File: config.mk
export PLATFORM = sky130hd
export DESIGN_NAME = mult_pipe_mac
export DESIGN_NICKNAME = d
export VERILOG_FILES = /design/src/rtl/mult_pipe_mac.sv
export SDC_FILE = /design/constraint.sdc
export NUM_CORES = 1
export LEC_CHECK = 0
export CORE_ASPECT_RATIO = 0.6
export CORE_UTILIZATION = 40
export DETAILED_ROUTE_END_ITERATION = 7
export PLACE_DENSITY = 0.71
export SYNTH_ARGS = -nofsm -noshare
export SYNTH_HDL_FRONTEND = slang
export SYNTH_SLANG_ARGS = --single-unit
File: constraint.sdc
create_clock -name CLK -period 5.5 [get_ports CLK]
set_clock_uncertainty 0.05 [all_clocks]
set_input_delay 0.55 -clock CLK [delete_from_list [all_inputs] [get_ports CLK]]
set_output_delay 0.55 -clock CLK [all_outputs]
set_load 0.02 [all_outputs]
File: src/rtl/mult_pipe_mac.sv
// Pipelined signed/unsigned multiplier with valid tag and configurable latency.
// Define MULT_PIPE_MAC_ACC_EN to build the wrapping accumulator with sticky overflow.
module mult_pipe_mac #(
    parameter int WIDTH_A   = 16,
    parameter int WIDTH_B   = 16,
    parameter int LATENCY   = 3,
    parameter int ACC_WIDTH = 40
) (
    input  logic                       CLK,
    input  logic                       RST,
    input  logic                       CE,
    input  logic                       IN_VALID,
    input  logic                       SIGNED,
    input  logic                       ACC_CLR,
    input  logic [WIDTH_A-1:0]         A,
    input  logic [WIDTH_B-1:0]         B,
    output logic [WIDTH_A+WIDTH_B-1:0] P,
    output logic                       P_VALID,
    output logic [ACC_WIDTH-1:0]       ACC,
    output logic                       ACC_VALID,
    output logic                       ACC_OVF
);

    localparam int PW = WIDTH_A + WIDTH_B;

    logic [WIDTH_A-1:0] a_q;
    logic [WIDTH_B-1:0] b_q;
    logic               s1_sgn_q;
    logic               s1_clr_q;
    logic               s1_vld_q;

    logic [PW-1:0]      prod_q [2:LATENCY];
    logic [LATENCY:2]   sgn_q;
    logic [LATENCY:2]   clr_q;
    logic [LATENCY:2]   vld_q;

    logic [PW-1:0]      ax;
    logic [PW-1:0]      bx;
    logic [PW-1:0]      prod_d;

    // Extending past width+1 to PW bits keeps the low PW bits of the product exact.
    assign ax     = {{WIDTH_B{s1_sgn_q & a_q[WIDTH_A-1]}}, a_q};
    assign bx     = {{WIDTH_A{s1_sgn_q & b_q[WIDTH_B-1]}}, b_q};
    assign prod_d = ax * bx;

    always_ff @(posedge CLK) begin
        if (RST) begin
            a_q      <= '0;
            b_q      <= '0;
            s1_sgn_q <= 1'b0;
            s1_clr_q <= 1'b0;
            s1_vld_q <= 1'b0;
            sgn_q    <= '0;
            clr_q    <= '0;
            vld_q    <= '0;
            for (int k = 2; k <= LATENCY; k++) begin
                prod_q[k] <= '0;
            end
        end else if (CE) begin
            s1_vld_q <= IN_VALID;
            if (IN_VALID) begin
                a_q      <= A;
                b_q      <= B;
                s1_sgn_q <= SIGNED;
                s1_clr_q <= ACC_CLR;
            end
            vld_q[2] <= s1_vld_q;
            sgn_q[2] <= s1_sgn_q;
            clr_q[2] <= s1_clr_q;
            if (s1_vld_q) begin
                prod_q[2] <= prod_d;
            end
            // Data only moves with a valid tag, so the last stage holds the last product.
            for (int k = 3; k <= LATENCY; k++) begin
                vld_q[k] <= vld_q[k-1];
                sgn_q[k] <= sgn_q[k-1];
                clr_q[k] <= clr_q[k-1];
                if (vld_q[k-1]) begin
                    prod_q[k] <= prod_q[k-1];
                end
            end
        end
    end

    assign P       = prod_q[LATENCY];
    assign P_VALID = CE & vld_q[LATENCY];

`ifdef MULT_PIPE_MAC_ACC_EN
    logic [ACC_WIDTH-1:0] acc_q;
    logic [ACC_WIDTH-1:0] acc_d;
    logic [ACC_WIDTH-1:0] base;
    logic [ACC_WIDTH-1:0] p_ext;
    logic signed [PW:0]   p_s;
    logic                 accv_q;
    logic                 ovf_q;
    logic                 ovf_d;

    assign p_s   = {sgn_q[LATENCY] & P[PW-1], P};
    assign p_ext = ACC_WIDTH'(p_s);

    always_comb begin
        base  = clr_q[LATENCY] ? '0 : acc_q;
        acc_d = base + p_ext;
        ovf_d = (clr_q[LATENCY] ? 1'b0 : ovf_q)
              | ((base[ACC_WIDTH-1] == p_ext[ACC_WIDTH-1])
                 && (acc_d[ACC_WIDTH-1] != base[ACC_WIDTH-1]));
    end

    always_ff @(posedge CLK) begin
        if (RST) begin
            acc_q  <= '0;
            accv_q <= 1'b0;
            ovf_q  <= 1'b0;
        end else if (CE) begin
            accv_q <= vld_q[LATENCY];
            if (vld_q[LATENCY]) begin
                acc_q <= acc_d;
                ovf_q <= ovf_d;
            end
        end
    end

    assign ACC       = acc_q;
    assign ACC_VALID = CE & accv_q;
    assign ACC_OVF   = ovf_q;
`else
    logic unused_acc;

    assign unused_acc = ^{clr_q[LATENCY], sgn_q[LATENCY]};
    assign ACC        = '0;
    assign ACC_VALID  = 1'b0;
    assign ACC_OVF    = 1'b0;
`endif

endmodule

==> flow_metrics.tcl <==
set metrics [dict create \
    drive_gt1_share_pct 19.9 \
    crit_top_cell "fa_1" \
    boundaryPins 113 \
    initial_core_util_pct 41.2 \
    die_w_um 249 \
    ys_ff_latch 100 \
    cts_tree "yes" \
    fin_setup_tns_ns -3.58 \
    async_flop_share_pct 0 \
    yosysUniqueCellTypes 50 \
    syn_inst 1539 \
    cts_root_buffer "clkbuf_16" \
    grt_pass1_wl_um 57400 \
    synth.area.top_cells "fa_1 (39%), edfxtp_1 (13%), inv_1 (8.2%)" \
    fin_crit_ns 5.90 \
    std_cell_rows 53 \
    max_clock_freq_mhz 170 \
    synthTopCellsByCount "inv_1 (319), fa_1 (282), nand2_1 (217), and2_1 (167), ha_1 (82)" \
    post_drt_via_cell_ratio 4.77 \
    vias 10400 \
    antenna_cells 0 \
    status "finished with violations" \
    grt_use_total_pct 19.7 \
    cts_max_level 3 \
    antenna_found_initial 0 \
    clock_latency_ns 0.38 \
    grt_max_degree 42 \
    finalPower_mw 1.94 \
    synth.avg_cell_area_sq_um 9.51 \
    hold_ws_ns 0.423 \
    cp_max_fo 4 \
    criticalPathCategory "flop to flop" \
    peakVddDrop_v 0.000135 \
    synth_most_common_cell "inv_1" \
    synth_warnings 0 \
    worstPathArrival_ns 5.95 \
    finalWirelength_um 33900 \
    drt_pre_antenna_iters 5 \
    synth_top_area_share_pct 38.6 \
    first_global_vias 11300 \
    drtIter0Drc 567 \
    min_path_type "flop to flop" \
    relSlewSlack_pct 20.6 \
    cp_cell_sequence "and2_4 > nand2_4 > inv_2 > fa_2 > inv_2 > fa_1 > inv_1 > fa_1 > fa_1 > fa_1 > inv_2 > fa_1 > inv_2 > ha_4 > and3_4 > a221o_1 > and2_4 > a221oi_4 > buf_4 > xor2_1 > nor2_1" \
    portBuffers 69 \
    cp-start-kind "flop" \
    place.gp.congestion 0.847 \
    synth-edff-count 64 \
    slew_violations 0 \
    fin_nets 2117 \
    ant_nets 0 \
    die_h_um 150 \
    synth-seq-area-share_pct 18.1 \
    tightest_slew_ns 1.19 \
    p_per_area_nw_per_um2 110 \
    cts.clk_slew.worst_paths_ns 0.07 \
    grt_remaining_overflow 0 \
    clockBufferDepth 2 \
    max_stage_delay_ns 0.61 \
    period_share_pct 107 \
    fp.dieArea_sq_um 37400 \
    setup_viol 14 \
    setup_ws_ns -0.397 \
    area_delta_synth_final_pct 20.5 \
    p_leak_nw 8.50 \
    clkSinkCount 100 \
    rsz0062_at_grt "true" \
    hold_viol 0 \
    place_ws_ns -0.560 \
    critical-path-slowest-cell "fa_2" \
    syn_area_sq_um 14600 \
    yosysTopAreaCell "fa_1" \
    hpwl_um 27500 \
    cts-buffers-inserted 9 \
    violations "negative setup slack" \
    drv_cap 0 \
    yosys_most_used_dff "edfxtp_1" \
    avgRoutedWirePerCell_um 15.5 \
    drcViolationCount 0 \
    coreArea_sq_um 35500 \
    critical_path_required_ns 5.55 \
    cts_hold_repair.buffers 0 \
    end_kind "flop" \
]
==> state kept, by name, indices dropped and copies added, names as in the netlist <==
name and cells:
prod_q 64, a_q 16, b_q 16, vld_q 2, s1_sgn_q 1, s1_vld_q 1
==> worst max-delay path: cells and delay by family (launching register included) <==
family,cells,cell delay [ns]
fa+ha+maj,7,3.24
flops,1,0.36
xor+xnor,1,0.13
compound gates,2,0.76
buf+inv,6,0.42
simple gates,5,0.68
==> layer usage <==
layer  GRT usage (%)  vias up  wire length (um)
li1                -     4817                 -
met1            27.2     5302             15800
met2            32.9      280             15700
met3            2.97       37              1720
met4            4.47        0               632
met5               0        -                 0
==> final timing paths <==
kind | startpoint | to | slack [ns] | depth (start not counted)
min reg2reg | vld_q[3]$_SDFFE_PP0P_ | vld_q[3]$_SDFFE_PP0P_ | 0.42 | 2
max reg2reg | a_q[15]$_SDFFE_PP0P_ | prod_q[1][25]$_SDFFCE_PN0P_ | -0.40 | 21
min | vld_q[3]$_SDFFE_PP0P_ | vld_q[3]$_SDFFE_PP0P_ | 0.42 | 2
max | a_q[15]$_SDFFE_PP0P_ | prod_q[1][25]$_SDFFCE_PN0P_ | -0.40 | 21
==> metrics by stage <==
step | area [sq um] | cells | util (%)
floorplan | 15200 | 1580 | -
detailed placement | 16700 | 2142 | 47.1
global placement | 16700 | 2142 | 47.1
finish | 17600 | 2187 | 49.7
CTS | 17500 | 2181 | 49.3
global route | 17600 | 2187 | 49.7
==> cell families (layout without fill, tap and decap cells) <==
kind of cell / count (synthesis) / count (layout) / synth area share, %
xor gates and xnor gates: 36 / 36 / 2.15
buffers and inverters: 454 / 594 / 13.5
and+or+nand+nor: 481 / 481 / 16.2
adders and majority gates: 364 / 364 / 45.6
other: 1 / 42 / 0.0256
AOI/OAI and AO/OA: 103 / 103 / 4.47
DFF: 100 / 100 / 18.1
==> cell usage in the layout (no fill, tap or decap), types with 4 or more instances in the layout <==
cell / n
inv_1: 302
fa_1: 275
nand2_1: 204
buf_4: 164
and2_1: 159
clkdlybuf4s50_1: 69
ha_1: 68
edfxtp_1: 64
a21oi_1: 43
conb_1: 42
nor2_1: 37
xnor2_1: 21
dfxtp_4: 20
buf_6: 19
inv_2: 17
xor2_1: 13
and3_1: 12
and2_4: 10
ha_4: 10
nand2_2: 9
clkbuf_16: 9
a21o_1: 8
o21a_1: 8
dfxtp_1: 8
dfxtp_2: 8
or2_2: 7
nand2b_1: 7
fa_2: 7
a21oi_2: 6
o21ai_2: 6
nand3_1: 5
nor2_2: 5
o21ai_0: 5
nor3_1: 5
buf_12: 5
nand2_4: 4
and3_4: 4
ha_2: 4
==> cell type report <==
cell class	instances	area, sq um
Clock buffer	10	229
Clock inverter	6	41.3
Fill cell	3163	17800
Inverter	319	1200
Multi-Input combinational cell	1026	10600
Sequential cell	100	2730
Tap cell	467	584
Timing Repair Buffer	259	2270
==> where the power goes <==
part / switching, mW / internal [mW] / total (mW)
clock: 0.311 / 0.306 / 0.617
sequential: 0.0364 / 0.826 / 0.862
combinational: 0.259 / 0.202 / 0.461
==> repair_timing <==
item | in CTS | in global routing
buffers inserted | 24 | 6
gates resized for setup | 106 | 38
setup endpoints to repair | 19 | 19
hold endpoints to repair | 0 | 0
pin swaps | 44 | 20
Power figures use the tool's default switching activity.
